--- config.mk ---
export PLATFORM = sky130hd
export DESIGN_NAME = vp_ps2_key_rx
export DESIGN_NICKNAME = d
export VERILOG_FILES = /design/src/rtl/vp_ps2_key_rx.sv
export SDC_FILE = /design/constraint.sdc
export NUM_CORES = 1
export LEC_CHECK = 0
export BUFFER_PORTS_ARGS = -buffer_cell sky130_fd_sc_hd__buf_4
export CORE_MARGIN = 10
export CORE_UTILIZATION = 54
export CTS_CLUSTER_DIAMETER = 200
export DETAILED_ROUTE_END_ITERATION = 8
export PLACE_DENSITY = 0.72
export SYNTH_ARGS = -nofsm -noshare
export SYNTH_HDL_FRONTEND = slang
export SYNTH_SLANG_ARGS = --single-unit
--- constraint.sdc ---
create_clock -name clk_sys -period 2.25 [get_ports clk_sys]
set_input_delay 0.1125 -clock clk_sys [delete_from_list [all_inputs] [get_ports clk_sys]]
set_output_delay 0.1125 -clock clk_sys [all_outputs]
set_load 0.005 [all_outputs]
--- src/rtl/vp_ps2_key_rx.sv ---
// Host-side PS/2 keyboard receiver: synchronise, filter, deserialise, fold E0/F0 prefixes into an 11-bit event word.
// Optional macro VP_PS2_TYPEMATIC_FILTER_EN suppresses typematic repeats of the currently held key.
module vp_ps2_key_rx #(
    parameter int FILT_LEN    = 8,
    parameter int TIMEOUT_CYC = 150000
) (
    input  logic        clk_sys,
    input  logic        res_n_i,
    input  logic        ps2_clk_i,
    input  logic        ps2_dat_i,
    output logic [10:0] ps2_key_o,
    output logic        err_o
);

    // state  | meaning
    // IDLE   | waiting for a start bit
    // DATA   | shifting in 8 data bits, LSB first
    // PARITY | sampling the odd-parity bit
    // STOP   | sampling the stop bit, accept or flag the byte
    typedef enum logic [1:0] {S_IDLE, S_DATA, S_PARITY, S_STOP} state_t;

    localparam int FW = (FILT_LEN > 1) ? $clog2(FILT_LEN) : 1;
    localparam int TW = $clog2(TIMEOUT_CYC + 1);

    logic [1:0]    r_sync1, r_sync2, r_filt;
    logic [FW-1:0] r_fcnt [2];
    logic          r_clk_d, r_sample, r_dat_smp;
    state_t        r_state, w_state_nxt;
    logic [7:0]    r_shift, r_byte;
    logic [2:0]    r_bitcnt;
    logic          r_par_ok, r_byte_vld;
    logic [TW-1:0] r_tmo_cnt;
    logic          r_ext, r_brk, r_err;
    logic [10:0]   r_key;
    logic          w_tmo, w_frm_err, w_accept, w_suppress;
    logic [8:0]    w_code;
    logic [1:0]    w_raw;

    assign w_raw     = {ps2_dat_i, ps2_clk_i};
    assign w_code    = {r_ext, r_byte};
    assign ps2_key_o = r_key;
    assign err_o     = r_err;

    // Index 0 is the PS/2 clock, index 1 is the data line.
    always_ff @(posedge clk_sys or negedge res_n_i) begin
        if (!res_n_i) begin
            r_sync1   <= 2'b11;
            r_sync2   <= 2'b11;
            r_filt    <= 2'b11;
            r_fcnt[0] <= '0;
            r_fcnt[1] <= '0;
            r_clk_d   <= 1'b1;
            r_sample  <= 1'b0;
            r_dat_smp <= 1'b1;
        end else begin
            r_sync1 <= w_raw;
            r_sync2 <= r_sync1;
            for (int i = 0; i < 2; i++) begin
                if (r_sync2[i] != r_filt[i]) begin
                    if (r_fcnt[i] == FW'(FILT_LEN - 1)) begin
                        r_filt[i] <= r_sync2[i];
                        r_fcnt[i] <= '0;
                    end else begin
                        r_fcnt[i] <= r_fcnt[i] + 1'b1;
                    end
                end else begin
                    r_fcnt[i] <= '0;
                end
            end
            r_clk_d   <= r_filt[0];
            r_sample  <= r_clk_d & ~r_filt[0];
            r_dat_smp <= r_filt[1];
        end
    end

    // A sample point always takes priority over a timeout in the same cycle.
    always_comb begin
        w_state_nxt = r_state;
        w_tmo       = 1'b0;
        w_frm_err   = 1'b0;
        w_accept    = 1'b0;
        if (r_sample) begin
            case (r_state)
                S_IDLE:   if (!r_dat_smp) w_state_nxt = S_DATA;
                S_DATA:   if (r_bitcnt == 3'd7) w_state_nxt = S_PARITY;
                S_PARITY: w_state_nxt = S_STOP;
                S_STOP: begin
                    w_state_nxt = S_IDLE;
                    if (r_par_ok && r_dat_smp) w_accept  = 1'b1;
                    else                       w_frm_err = 1'b1;
                end
                default:  w_state_nxt = S_IDLE;
            endcase
        end else if (r_state != S_IDLE && r_tmo_cnt == TW'(TIMEOUT_CYC)) begin
            w_state_nxt = S_IDLE;
            w_tmo       = 1'b1;
        end
    end

    always_ff @(posedge clk_sys or negedge res_n_i) begin
        if (!res_n_i) begin
            r_state    <= S_IDLE;
            r_shift    <= '0;
            r_bitcnt   <= '0;
            r_par_ok   <= 1'b0;
            r_tmo_cnt  <= '0;
            r_byte     <= '0;
            r_byte_vld <= 1'b0;
            r_err      <= 1'b0;
        end else begin
            r_state    <= w_state_nxt;
            r_err      <= w_frm_err | w_tmo;
            r_byte_vld <= w_accept;
            if (w_accept) r_byte <= r_shift;
            if (r_sample && r_state == S_DATA) begin
                r_shift  <= {r_dat_smp, r_shift[7:1]};
                r_bitcnt <= r_bitcnt + 1'b1;
            end else if (w_tmo) begin
                r_bitcnt <= '0;
            end
            if (r_sample && r_state == S_PARITY) r_par_ok <= ^{r_shift, r_dat_smp};
            if (r_state == S_IDLE || r_sample || w_tmo) r_tmo_cnt <= '0;
            else                                        r_tmo_cnt <= r_tmo_cnt + 1'b1;
        end
    end

`ifdef VP_PS2_TYPEMATIC_FILTER_EN
    logic [8:0] r_held;
    logic       r_held_vld;

    assign w_suppress = ~r_brk & r_held_vld & (r_held == w_code);

    always_ff @(posedge clk_sys or negedge res_n_i) begin
        if (!res_n_i) begin
            r_held     <= '0;
            r_held_vld <= 1'b0;
        end else if (r_byte_vld) begin
            case (r_byte)
                8'hE0, 8'hF0, 8'hE1, 8'hAA, 8'hFA, 8'hFE, 8'h00, 8'hFF: ;
                default: begin
                    if (!r_brk) begin
                        r_held     <= w_code;
                        r_held_vld <= 1'b1;
                    end else if (r_held == w_code) begin
                        r_held_vld <= 1'b0;
                    end
                end
            endcase
        end
    end
`else
    assign w_suppress = 1'b0;
`endif

    always_ff @(posedge clk_sys or negedge res_n_i) begin
        if (!res_n_i) begin
            r_key <= '0;
            r_ext <= 1'b0;
            r_brk <= 1'b0;
        end else if (r_byte_vld) begin
            case (r_byte)
                8'hE0: r_ext <= 1'b1;
                8'hF0: r_brk <= 1'b1;
                8'hE1, 8'hAA, 8'hFA, 8'hFE, 8'h00, 8'hFF: ;
                default: begin
                    if (!w_suppress) r_key <= {~r_key[10], ~r_brk, w_code};
                    r_ext <= 1'b0;
                    r_brk <= 1'b0;
                end
            endcase
        end
    end

endmodule

# After elaboration in Yosys (flattened, before gate mapping)
# Index checks and enable logic that the tools add are counted.
dict set report word_totals {
  wordCells 93
  out_inout_bits 12
  inputBits 4
  reg_bits 70
}
dict set report op_classes {
  n_mux 22
  reduce_logical 21
  n_bitwise 8
  addsub 4
  n_eq_ne 18
}
# operator n
set op_table {}
lappend op_table {{$eq 8x8->1 const B} 7}
lappend op_table {{$add 18x1->18 const B} 1}
lappend op_table {{$eq 18x18->1 const B} 1}
lappend op_table {{$mux 18} 1}
lappend op_table {{$mux 3} 6}
lappend op_table {{$reduce_or 7->1} 2}
lappend op_table {{$reduce_and 2->1} 5}
lappend op_table {{$add 3x1->3 const B} 3}
lappend op_table {{$eq 3x3->1 const B} 3}
lappend op_table {{$reduce_xor 9->1} 1}
lappend op_table {{$logic_not 8->1} 1}
lappend op_table {{$mux 1} 8}
lappend op_table {{$mux 2} 4}
lappend op_table {{$pmux 2 s4} 1}
lappend op_table {{$reduce_or 8->1} 1}
lappend op_table {{$ne 3x3->1 const B} 2}
lappend op_table {{$not 1->1} 6}
lappend op_table {{$reduce_bool 2->1} 3}
lappend op_table {{$eq 2x2->1 const B} 2}
lappend op_table {{$logic_and 1x1->1} 4}
lappend op_table {{$pmux 1 s2} 2}
lappend op_table {{$reduce_and 3->1} 1}
lappend op_table {{$eq 2x1->1 const B} 1}
lappend op_table {{$logic_not 2->1} 1}
lappend op_table {{4 further kinds} 6}

# Longest topological paths before layout
dict set report logic_depth {
  ltp_word 6
  depth_mapped 7
}

# Worst setup path before layout
# Ideal clock, no wire load.
dict set report synth_path {
  kind {reg-to-reg}
  start {register r_state[0]}
  end {register r_tmo_cnt[2]}
  n_path_buf 1
  setup_time_ns 0.119
  arrival_time_ns 1.723
  path_stages_with_launch 8
  required_time_ns 2.131
  synth_period_minus_slack_ns 1.841
  slack_ns 0.409
  cell_sequence {dfrtp_1 > inv_1 > ha_1 > nor4b_2 > nand4b_2 > o31ai_4 > buf_6 > nor2_1}
}
dict set report synth_via {
  elab_chain_len 6
}
# item line_no
set synth_lines {}
lappend synth_lines {{start: declaration} 28} ;# state_t r_state, w_state_nxt;
lappend synth_lines {{start signal: assignment} 111} ;# r_state <= w_state_nxt;
lappend synth_lines {{$reduce_bool 2->1} 94} ;# end else if (r_state != S_IDLE && r_tmo_cnt == TW'(TIMEOUT_CYC)) begin
lappend synth_lines {{$logic_and 1x1->1} 94}
lappend synth_lines {{$mux 1} 94}
lappend synth_lines {{$mux 1} 82} ;# if (r_sample) begin
lappend synth_lines {{$logic_or 1x1->1 *} 122} ;# if (r_state == S_IDLE || r_sample || w_tmo) r_tmo_cnt <= '0;
lappend synth_lines {{$mux 18 *} 122}
lappend synth_lines {{end signal: assignment} 123} ;# else r_tmo_cnt <= r_tmo_cnt + 1'b1;
lappend synth_lines {{end: declaration} 32} ;# logic [TW-1:0] r_tmo_cnt;
# Every way passes the cells marked *; elsewhere a longest branch is shown, timed or not.
# A chain may end at the register's enable or synchronous reset.

# Final worst setup path
dict set report layout_path {
  start {register r_state[0]}
  end {register r_bitcnt[0]}
}
dict set report layout_via {
  elab_chain_len 5
}
# item line_no
set layout_lines {}
lappend layout_lines {{$reduce_bool 2->1} 94}
lappend layout_lines {{$logic_and 1x1->1} 94}
lappend layout_lines {{$mux 1} 94}
lappend layout_lines {{$mux 1} 82}
lappend layout_lines {{$reduce_bool 2->1 (no source line)} n/a}
lappend layout_lines {{end signal: assignment} 117} ;# r_bitcnt <= r_bitcnt + 1'b1;
lappend layout_lines {{end: declaration} 30} ;# logic [2:0] r_bitcnt;
# Several ways; a longest one is shown, not always the timed one.

==> metrics.md <==
| Metric | Value |
|---|---|
| Pins over their slew limit | 0 |
| CORE AREA | 5570 sq um |
| Initial DRT Pass Iterations | 5 |
| Share of cells above drive strength 1 | 23.3% |
| Starting Density | 56.6% |
| Antenna violations before repair | 0 |
| Initial DRC count | 151 |
| Die height | 96.4 microns |
| GR Overflow Total | 0 |
| Die W | 96.4 microns |
| First-pass GRT wire length | 9.08 mm |
| Commonest cells in the netlist | 62 x dfrtp_1, 38 x nand2_1, 23 x nor2_1, 16 x xor2_1 |
| Clock skew | 0.00873 ns |
| FMAX | 490 MHz |
| Unrepaired setup endpoints after global routing | no |
| Critical path class | register to register |
| PD cells | 828 nW/um^2 |
| Sw Pwr | 0.785 mW |
| Crit Path Max Fanout | 6 |
| Final period util | 90.7% |
| Register area share after synthesis | 55.8% |
| Area leader, netlist | dfrtp_1 |
| CTS clk-pin slew, worst paths | 0.08 ns |
| DP Cell Count | 349 |
| Pin count of the biggest net entering global routing | 71 |
| Final min period | 2.04 ns |
| Clock root cell | clkbuf_8 |
| Critical path arrival | 2.25 ns |
| Ys flop type | dfrtp_1 |
| Syn_nets | 281 |
| TritonCTS clock tree | built |
| Gate Count Post-Synth | 265 |
| Count of final hold-check violations | 0 |
| Setup crit end kind | register |
| Fin cells | 368 |
| Peak supply drop | 621 uV |
| Register bit total from synthesis | 70 |
| Routed wire length per instance | 13.7 microns |
| Slew Limit Headroom | 43.3% |
| Mapped Area | 3160 sq um |
| Num ports | 16 |
| Sequential power share | 50.2% |
| # port buffers | 15 |
| Layout Nets | 307 |
| CTS max path bufs | 2 |
| Gp weighted congestion | 0.798 |
| Routed WL | 5.03 mm |
| HPWL Detailed | 3.43 mm |
| Post-synth EDFFs | 0 |
| Row count | 27 |
| Critical path launch point type | register |
| Ys async rst share | 100% |
| ANT cells | 0 |
| Top post-synthesis cells by area | dfrtp_1 49%, dfstp_2 6.7%, ha_1 4.8%, nand2_1 4.5%, xor2_1 4.4% |
| Worst Path Required | 2.46 ns |
| Post-route DRC violation count | 0 |
| Leak | 1.70 nW |
| # Max-Cap Violations | 0 |
| Tightest Hold Check Type | register to register |
| CTS Buf Count | 9 |
| Post-synth cell types | 42 |
| Yosys top cell area share | 49.2% |
| Vias in the first global route | 2006 |
| Outcome | finished clean |
| Post_cts resized | 0 |
| Clock share of power | 37.5% |
| Combinational Power Share | 12.3% |
| Vias per std cell | 5.29 |
| Setup_tns | 0 ns |
| Worst skew pair latency | 0.34 ns |
| Setup Viol. Count Final | 0 |
| Total GRT Usage | 12.4% |
| Die area | 9300 sq um |
| Routed Antenna Nets | 0 |
| Vias | 1948 |
| P&R area growth vs syn | 13.4% |
| CTS sink count | 70 |
| Most numerous cell in the Yosys netlist | dfrtp_1 |
| Synthesis Warnings | 0 |
| Htree depth | 3 |
| Internal power | 2.18 mW |
| Post-Syn Area per Cell | 11.9 sq um |
| Worst slew pin tran | 0.850 ns |
| Net Sw Frac | 26.5% |
==> critical path, stage by stage, from the launching register on <==
cell      delay (ns)
dfrtp_1         0.41
inv_1           0.09
ha_1            0.26
nor4b_2         0.28
nand4b_2        0.21
nor4_4          0.42
nand3b_1        0.16
o21ai_0         0.09
==> cell usage in the layout, fill, tap and decap left out, types with 6 or more instances in the layout <==
cell type  instances
buf_4             17
clkbuf_8           9
dfrtp_1           62
dfstp_2            8
ha_1              12
inv_1              9
mux2_2            12
mux2_4             6
nand2_1           38
nand3_1           10
nand4_1            8
nor2_1            23
xnor2_1           11
xor2_1            16
==> metal layers <==
layer	vias to the layer above	GRT usage, %	share of wire [%]
met5	-	0	0
met4	0	6.42	1.7
met3	8	3.47	4.6
met2	29	18.7	45
met1	964	16.1	49
li1	947	-	-
==> cell type report <==
| cell class | instances | area, sq um |
|---|---|---|
| Inverter | 10 | 37.5 |
| Multi-Input combinational cell | 180 | 1310 |
| Clock inverter | 7 | 97.6 |
| Fill cell | 440 | 1990 |
| Timing Repair Buffer | 20 | 158 |
| Sequential cell | 70 | 1760 |
| Clock buffer | 9 | 124 |
| Tap cell | 72 | 90.1 |
==> power groups by stage <==
| stage | Clock, mW | Sequential [mW] | Combinational, mW |
|---|---|---|---|
| after floorplan | 0 | 1.47 | 0.300 |
| after global placement | 0 | 1.50 | 0.355 |
| after detailed placement | 0 | 1.51 | 0.366 |
| after CTS | 1.14 | 1.49 | 0.375 |
| after global routing | 1.20 | 1.51 | 0.432 |
| final | 1.11 | 1.49 | 0.364 |
==> flip-flops by register name, indices dropped and copies added (netlist names), 2 cells and up <==
| register | count |
|---|---|
| r_shift | 8 |
| ps2_key_o | 11 |
| r_byte | 8 |
| r_bitcnt | 3 |
| r_filt | 2 |
| r_state | 2 |
| r_fcnt | 6 |
| r_sync2 | 2 |
| r_tmo_cnt | 18 |
| r_sync1 | 2 |
==> per-stage QoR <==
stage          utilization [%]  power, mW  cell area (sq um)  hold slack [ns]  setup WS [ns]
5_1_grt                   64.2       3.14               3580            0.367         0.0720
2_1_floorplan                -       1.77               3160           -0.183          0.409
3_3_place_gp              59.7       1.86               3330            0.222          0.338
4_1_cts                   64.2       3.00               3580            0.361          0.189
3_5_place_dp              59.7       1.88               3330            0.222          0.174
6_report                  64.2       2.96               3580            0.359          0.210
==> repair_timing <==
action / 4_1_cts / 5_1_grt
setup buffers: 0 / 0
hold buffers: 3 / 0
hold endpoints to repair: 64 / 0
==> worst paths after layout <==
kind | startpoint | endpoint | slack (ns) | cells after the start
worst max-delay path | r_state[0] | r_bitcnt[0] | 0.21 | 7
worst min-delay path | r_sync1[0] | r_sync2[0] | 0.36 | 0
worst max register to register | r_state[0] | r_bitcnt[0] | 0.21 | 7
worst min register to register | r_sync1[0] | r_sync2[0] | 0.36 | 0
max in group asynchronous | res_n_i | r_sample | 1.27 | 2
min in group asynchronous | res_n_i | r_shift[6] | 0.42 | 2
==> logic make-up (layout without fill, tap and decap cells) <==
family | Yosys count | count (layout) | synth area share [%]
muxes | 19 | 19 | 7.45
AOI/OAI and AO/OA | 13 | 13 | 3.09
adders and majority gates | 12 | 12 | 4.76
buffers and inverters | 15 | 46 | 2.62
xor gates and xnor gates | 27 | 27 | 7.49
and+or+nand+nor | 109 | 109 | 18.8
DFF | 70 | 70 | 55.8
Note: power is estimated with default switching activity, not from simulation.
